[src/rtl/pd_mem_pkg.sv]
// pd_mem_pkg: shared FSM/owner types and defaults for the pd memory arbiter
package pd_mem_pkg;
    typedef enum logic [1:0] {IDLE, ACCESS, RESP} state_t;
    typedef enum logic {OWN_IF, OWN_DM} owner_t;
    localparam int STARVE_MAX_DEF = 3;
endpackage

[src/rtl/mem_arbiter.sv]
// mem_arbiter: fetch/data arbiter onto one memory port with starvation guard and misalign trap
module mem_arbiter
    import pd_mem_pkg::*;
#(
    parameter int AWIDTH = 32,
    parameter int DWIDTH = 32,
    parameter int STARVE_MAX = STARVE_MAX_DEF
) (
    input  logic              clk,
    input  logic              rst,
    input  logic              if_req_i,
    input  logic [AWIDTH-1:0] if_addr_i,
    output logic              if_gnt_o,
    output logic              if_rvalid_o,
    output logic [DWIDTH-1:0] if_rdata_o,
    input  logic              dm_req_i,
    input  logic              dm_we_i,
    input  logic [AWIDTH-1:0] dm_addr_i,
    input  logic [DWIDTH-1:0] dm_wdata_i,
    output logic              dm_gnt_o,
    output logic              dm_rvalid_o,
    output logic [DWIDTH-1:0] dm_rdata_o,
    output logic              dm_err_o,
    input  logic              flush_i,
    output logic [AWIDTH-1:0] mem_addr_o,
    output logic [DWIDTH-1:0] mem_data_o,
    output logic              mem_read_en_o,
    output logic              mem_write_en_o,
    input  logic [DWIDTH-1:0] mem_data_i
);
    localparam int CW = (STARVE_MAX < 1) ? 1 : $clog2(STARVE_MAX + 1);

    state_t            state, state_nx;
    owner_t            owner;
    logic              is_wr, is_err, flushed, rd_en, wr_en;
    logic [CW-1:0]     starve;
    logic [AWIDTH-1:0] addr_q;
    logic [DWIDTH-1:0] wdata_q, if_rdata_q, dm_rdata_q;
    logic              pend, arb, fetch_win, dm_mis, starve_full, acc, resp;

    always_comb begin
        pend        = if_req_i | dm_req_i;
        arb         = (state != ACCESS) & pend;
        starve_full = starve == CW'(STARVE_MAX);
        fetch_win   = if_req_i & (~dm_req_i | starve_full);
        dm_mis      = dm_addr_i[1:0] != 2'b00;
        state_nx    = (state == ACCESS) ? RESP : (pend ? ACCESS : IDLE);
    end

    always_ff @(posedge clk or negedge rst) begin
        if (!rst) state <= IDLE;
        else      state <= state_nx;
    end

    always_ff @(posedge clk or negedge rst) begin
        if (!rst) begin
            owner      <= OWN_IF;
            is_wr      <= 1'b0;
            is_err     <= 1'b0;
            rd_en      <= 1'b0;
            wr_en      <= 1'b0;
            flushed    <= 1'b0;
            starve     <= '0;
            addr_q     <= '0;
            wdata_q    <= '0;
            if_rdata_q <= '0;
            dm_rdata_q <= '0;
        end else begin
            if (arb) begin
                owner   <= fetch_win ? OWN_IF : OWN_DM;
                addr_q  <= fetch_win ? {if_addr_i[AWIDTH-1:2], 2'b00} : dm_addr_i;
                wdata_q <= fetch_win ? '0 : dm_wdata_i;
                is_wr   <= ~fetch_win & dm_we_i;
                is_err  <= ~fetch_win & dm_mis;
                rd_en   <= fetch_win | (~dm_we_i & ~dm_mis);
                wr_en   <= ~fetch_win & dm_we_i & ~dm_mis;
            end
            flushed <= acc & flush_i;
            // counts only data wins that made a waiting fetch wait longer
            starve  <= !if_req_i ? '0 :
                       !arb      ? starve :
                       fetch_win ? '0 :
                       starve_full ? starve : starve + CW'(1);
            if (if_rvalid_o) if_rdata_q <= mem_data_i;
            if (dm_rvalid_o) dm_rdata_q <= mem_data_i;
        end
    end

    always_comb begin
        acc            = state == ACCESS;
        resp           = state == RESP;
        if_gnt_o       = acc & (owner == OWN_IF);
        dm_gnt_o       = acc & (owner == OWN_DM);
        mem_read_en_o  = acc & rd_en;
        mem_write_en_o = acc & wr_en;
        mem_addr_o     = addr_q;
        mem_data_o     = wdata_q;
        if_rvalid_o    = resp & (owner == OWN_IF) & ~flushed & ~flush_i;
        dm_rvalid_o    = resp & (owner == OWN_DM) & ~is_wr & ~is_err;
        dm_err_o       = resp & (owner == OWN_DM) & is_err;
        if_rdata_o     = if_rvalid_o ? mem_data_i : if_rdata_q;
        dm_rdata_o     = dm_rvalid_o ? mem_data_i : dm_rdata_q;
    end
endmodule
[config.mk]
export PLATFORM = sky130hd
export DESIGN_NAME = mem_arbiter
export DESIGN_NICKNAME = d
export VERILOG_FILES = /design/src/rtl/pd_mem_pkg.sv /design/src/rtl/mem_arbiter.sv
export SDC_FILE = /design/constraint.sdc
export NUM_CORES = 1
export LEC_CHECK = 0
export CORE_MARGIN = 5
export CORE_UTILIZATION = 44
export DETAILED_ROUTE_END_ITERATION = 10
export PLACE_DENSITY = 0.85
export SETUP_SLACK_MARGIN = 0.05
export SLEW_MARGIN = 0
export SYNTH_ARGS = -nofsm -noshare
export SYNTH_HDL_FRONTEND = slang
export SYNTH_SLANG_ARGS = --single-unit
[constraint.sdc]
create_clock -name clk -period 4.6 [get_ports clk]
set_input_delay 0.46 -clock clk [delete_from_list [all_inputs] [get_ports clk]]
set_output_delay 0.46 -clock clk [all_outputs]
set_load 0.02 [all_outputs]
# After elaboration in Yosys (flattened, before gate mapping)
# Cells that the tools add are included.
[word_totals]
word_cells = 62
inputBits = 134
register_bits = 138
[classes]
muxes = 11
n_addsub = 1
n_bitwise = 30
eq_ne = 6
reduce_logical = 2
[ops]
columns = ["cell", "n"]
rows = [
  ["2-to-1 mux 32 bit", 4],
  ["bitwise AND 1 bit", 18],
  ["2-to-1 mux 2 bit", 5],
  ["inverter 1 bit", 9],
  ["equality test 2 bit, second input constant", 2],
  ["inequality test 2 x 1 -> 1 bit, second input constant", 2],
  ["inequality test 3 x 2 -> 1 bit, second input constant", 1],
  ["OR 1 bit", 3],
  ["adder 2 x 1 -> 2 bit, second input constant", 1],
  ["equality test 2 x 1 -> 1 bit, second input constant", 1],
  ["2-to-1 mux 1 bit", 2],
  ["AND reduction 2 bit", 1],
  ["nonzero test 2 bit", 1],
]

# Depth between registers and ports, before layout
[logic_depth]
ltp_word = 6
ltp_mapped = 6
ltp_nobuf = 4

# Worst setup path after synthesis
# Ideal clock, no wire load.
[synth_path]
path_type = "reg-to-output"
from = "register owner"
to = "output port if_rdata_o[22]"
arrival_time_ps = 1545
n_path_buf = 1
path_stages_with_launch = 4
setup_slack_ps = 2595
path_cell_list = "dfrtp_1 nor4_4 buf_2 mux2_2"
[synth_via]
elab_chain_cells = 5
[synth_rtl]
columns = ["element", "line", "text"]
rows = [
  ["from (decl)", "mem_arbiter.sv:34", "owner_t owner;"],
  ["from (signal assigned)", "mem_arbiter.sv:70", "owner <= fetch_win ? OWN_IF : OWN_DM;"],
  ["inverter 1 bit", "mem_arbiter.sv:98", "if_rvalid_o = resp & (owner == OWN_IF) & ~flushed & ~flush_i;"],
  ["bitwise AND 1 bit (3 in series)", "mem_arbiter.sv:98", ""],
  ["named net if_rvalid_o", "mem_arbiter.sv:14", "output logic if_rvalid_o,"],
  ["2-to-1 mux 32 bit", "--", ""],
  ["to (decl)", "mem_arbiter.sv:15", "output logic [DWIDTH-1:0] if_rdata_o,"],
]
# The timed path passes the listed nets, and every way through them passes these cells.

# Worst setup path after layout
[layout_path]
from = "register owner"
to = "output port dm_rdata_o[5]"
[layout_via]
elab_chain_cells = 4
[layout_rtl]
columns = ["element", "line", "text"]
rows = [
  ["bitwise AND 1 bit (3 in series)", "mem_arbiter.sv:99", "dm_rvalid_o = resp & (owner == OWN_DM) & ~is_wr & ~is_err;"],
  ["2-to-1 mux 32 bit", "--", ""],
  ["to (decl)", "mem_arbiter.sv:22", "output logic [DWIDTH-1:0] dm_rdata_o,"],
]
# Every way passes these cells.

==> out/qor.yml <==
timing.final.crit_period_ps: 3380
peakVddDrop_mv: 0.373
ctsResizeCount: 0
port_buffers: 266
tightest_slew_ps: 1360
clockBufferDepth: 2
seq_area_um2: 3450
nFillCells: 857
io_pins: 269
cap_violations: 0
critPathCaptureType: "primary output"
viasPerCell: 5.50
max_stage_delay_ps: 880
initial_core_util_pct: 45.1
critPathRequiredTime_ps: 4140
synth-seq-cells: 138
rr_endpoint: "mem_data_o[7]"
fin_ws_ps: 1220
insertion_delay_ps: 410
clock_sinks: 138
routedWlPerCell_um: 21.8
yosysWarnings: 0
synth_nets: 537
numCtsBuffers: 17
die_h_um: 124
multi_input_area_um2: 2060
crit_arrival_ps: 2920
place.gp.congestion: 0.775
antenna_cells: 0
slew-limit-headroom_pct: 9.07
dp_hpwl_mm: 12.7
finalNetCount: 791
grt_max_degree: 100
post-route-period-util_pct: 73.4
drc: 0
drt_iter0_drc: 335
grt_pass1_vias: 5057
ff2ff_setup_slack_ps: 2050
synth_area_per_cell_um2: 14.3
crit_start: "owner"
status: "finished clean"
hold_viol_final: 0
clkSlewWorstSetupHoldPaths_ps: 50
pre_cts_ws_ps: 1290
hold_path_class: "in2async"
rows: 41
worstPathCellList: "nand3b_1 > or3_2 > mux2_4 > clkdlybuf4s50_1"
drive_above_1_share_pct: 16.9
syn_area_um2: 5740
cp_max_fo: 33
fmaxAchievable_mhz: 296
design.core.area_um2: 12700
seq_area_frac_synth_pct: 60.2
wirelength_mm: 18.3
most-common-layout-cells: "clkdlybuf4s50_1 (265), dfrtp_1 (138), mux2_2 (36), a22o_1 (36), o21ai_0 (32)"
postRouteAntennaNets: 0
p_leak_nw: 3.87
criticalPathCategory: "reg2out"
power.density_nw_per_um2: 747
final_common_cell: "clkdlybuf4s50_1"
syn2layout_area_growth_pct: 59.1
post_cts_buffers: 0
endpoint: "dm_rdata_o[5]"
grt_usage_pct: 23.7
final_max_slew_viol_count: 0
r2r_cells: 5
cts-root-buf: "clkbuf_16"
crit_path_top_delay_cell: "or3_2"
postCtsHoldBufs: 0
dr_total_vias: 4622
syn-instance-count: 402
setup_viol: 0
first_pass_iters: 5
grt_pass1_wl_mm: 27.7
tritoncts: "built"
rsz0062_at_grt: "false"
die_w_um: 124
startpoint_type: "flip-flop"
clock_skew_ps: 10.4
finalSetupTns_ps: 0
ys_types: 32
antenna_found_initial: 0
dieArea_um2: 15400
htreeDepth: 4
timing.rr.start: "starve[0]"
grt_overflow: 0
[sequential cells by signal, indices dropped and copies added, names as in the netlist]
name,count
is_err,1
rd_en,1
starve,2
wr_en,1
flushed,1
mem_addr_o,32
owner,1
dm_rdata_q,32
if_rdata_q,32
state,2
mem_data_o,32
is_wr,1
[layout make-up]
type                            count  area share [%]
Timing Repair Buffer              273            29.9
Clock buffer                       22            5.31
Inverter                            5           0.206
Clock inverter                     10            1.77
Multi-Input combinational cell    221            22.6
Sequential cell                   138            37.9
Tap cell                          172            2.36
[cells in the mapped netlist (all sizes together)]
cell	instances	area [um^2]
and2	5	32.5
nand2b	3	18.8
mux2	65	841
o21a	1	7.51
buf	15	126
a2bb2oi	31	272
o21ai	33	165
clkbuf	23	86.3
nand2	1	3.75
nor3	1	5.00
a21oi	1	5.00
ha	1	12.5
inv	4	15.0
or3	1	6.26
nor4	1	21.3
nand3b	1	7.51
o211ai	1	7.51
dfrtp	138	3450
a311oi	30	263
a21boi	1	7.51
nor2	3	11.3
a21o	1	8.76
clkinv	1	3.75
a211oi	2	27.5
a22o	36	315
nor2b	1	6.26
or2	1	6.26
[report_power, final]
| group | internal (mW) | total [mW] | switching, mW |
|---|---|---|---|
| Sequential | 1.77 | 2.04 | 0.265 |
| Clock | 0.967 | 1.48 | 0.508 |
| Combinational | 1.68 | 3.31 | 1.62 |
| Total | 4.42 | 6.82 | 2.39 |
[stage by stage]
stage	utilization [%]	instance area, um^2	power (mW)	hold slack (ps)	instances
after floorplan	-	5740	3.76	164	402
after global placement	66.6	8480	5.21	474	809
after detailed placement	66.6	8480	5.33	480	809
after CTS	71.7	9120	6.88	179	841
after global routing	71.7	9120	7.14	217	841
final	71.7	9120	6.82	139	841
[cell families after synthesis]
family | Yosys count | synth area share [%]
multiplexers | 65 | 14.7
adder cells (fa/ha/maj) | 1 | 0.218
buffers and inverters | 43 | 4.04
AO/OA/AOI/OAI | 137 | 18.8
AND/OR/NAND/NOR | 18 | 2.07
flip-flops | 138 | 60.2
[per-layer routing]
layer / global-route usage [%] / wire length, um / up-vias
li1: - / - / 2032
met1: 28.2 / 6940 / 2325
met2: 40.1 / 9370 / 245
met3: 8.72 / 1770 / 20
met4: 7.26 / 252 / 0
met5: 0 / 0 / -
[worst min-delay path by stage]
stage / cells after the start / slack (ps) / end / from
after floorplan: 0 / 160 / dm_rdata_q[0] / rst
after global placement: 1 / 470 / dm_rdata_q[1] / dm_rdata_q[1]
after detailed placement: 1 / 480 / dm_rdata_q[13] / dm_rdata_q[13]
after CTS: 1 / 180 / mem_data_o[8] / rst
after global routing: 1 / 220 / mem_data_o[8] / rst
final: 1 / 140 / mem_data_o[11] / rst
[critical path, delay by kind of cell, from the launching register on]
family | cells | cell delay (ps)
muxes | 1 | 470
buffers and inverters | 1 | 570
DFF | 1 | 450
and+or+nand+nor | 2 | 1000
No activity file was read; power rests on OpenSTA's default activity.
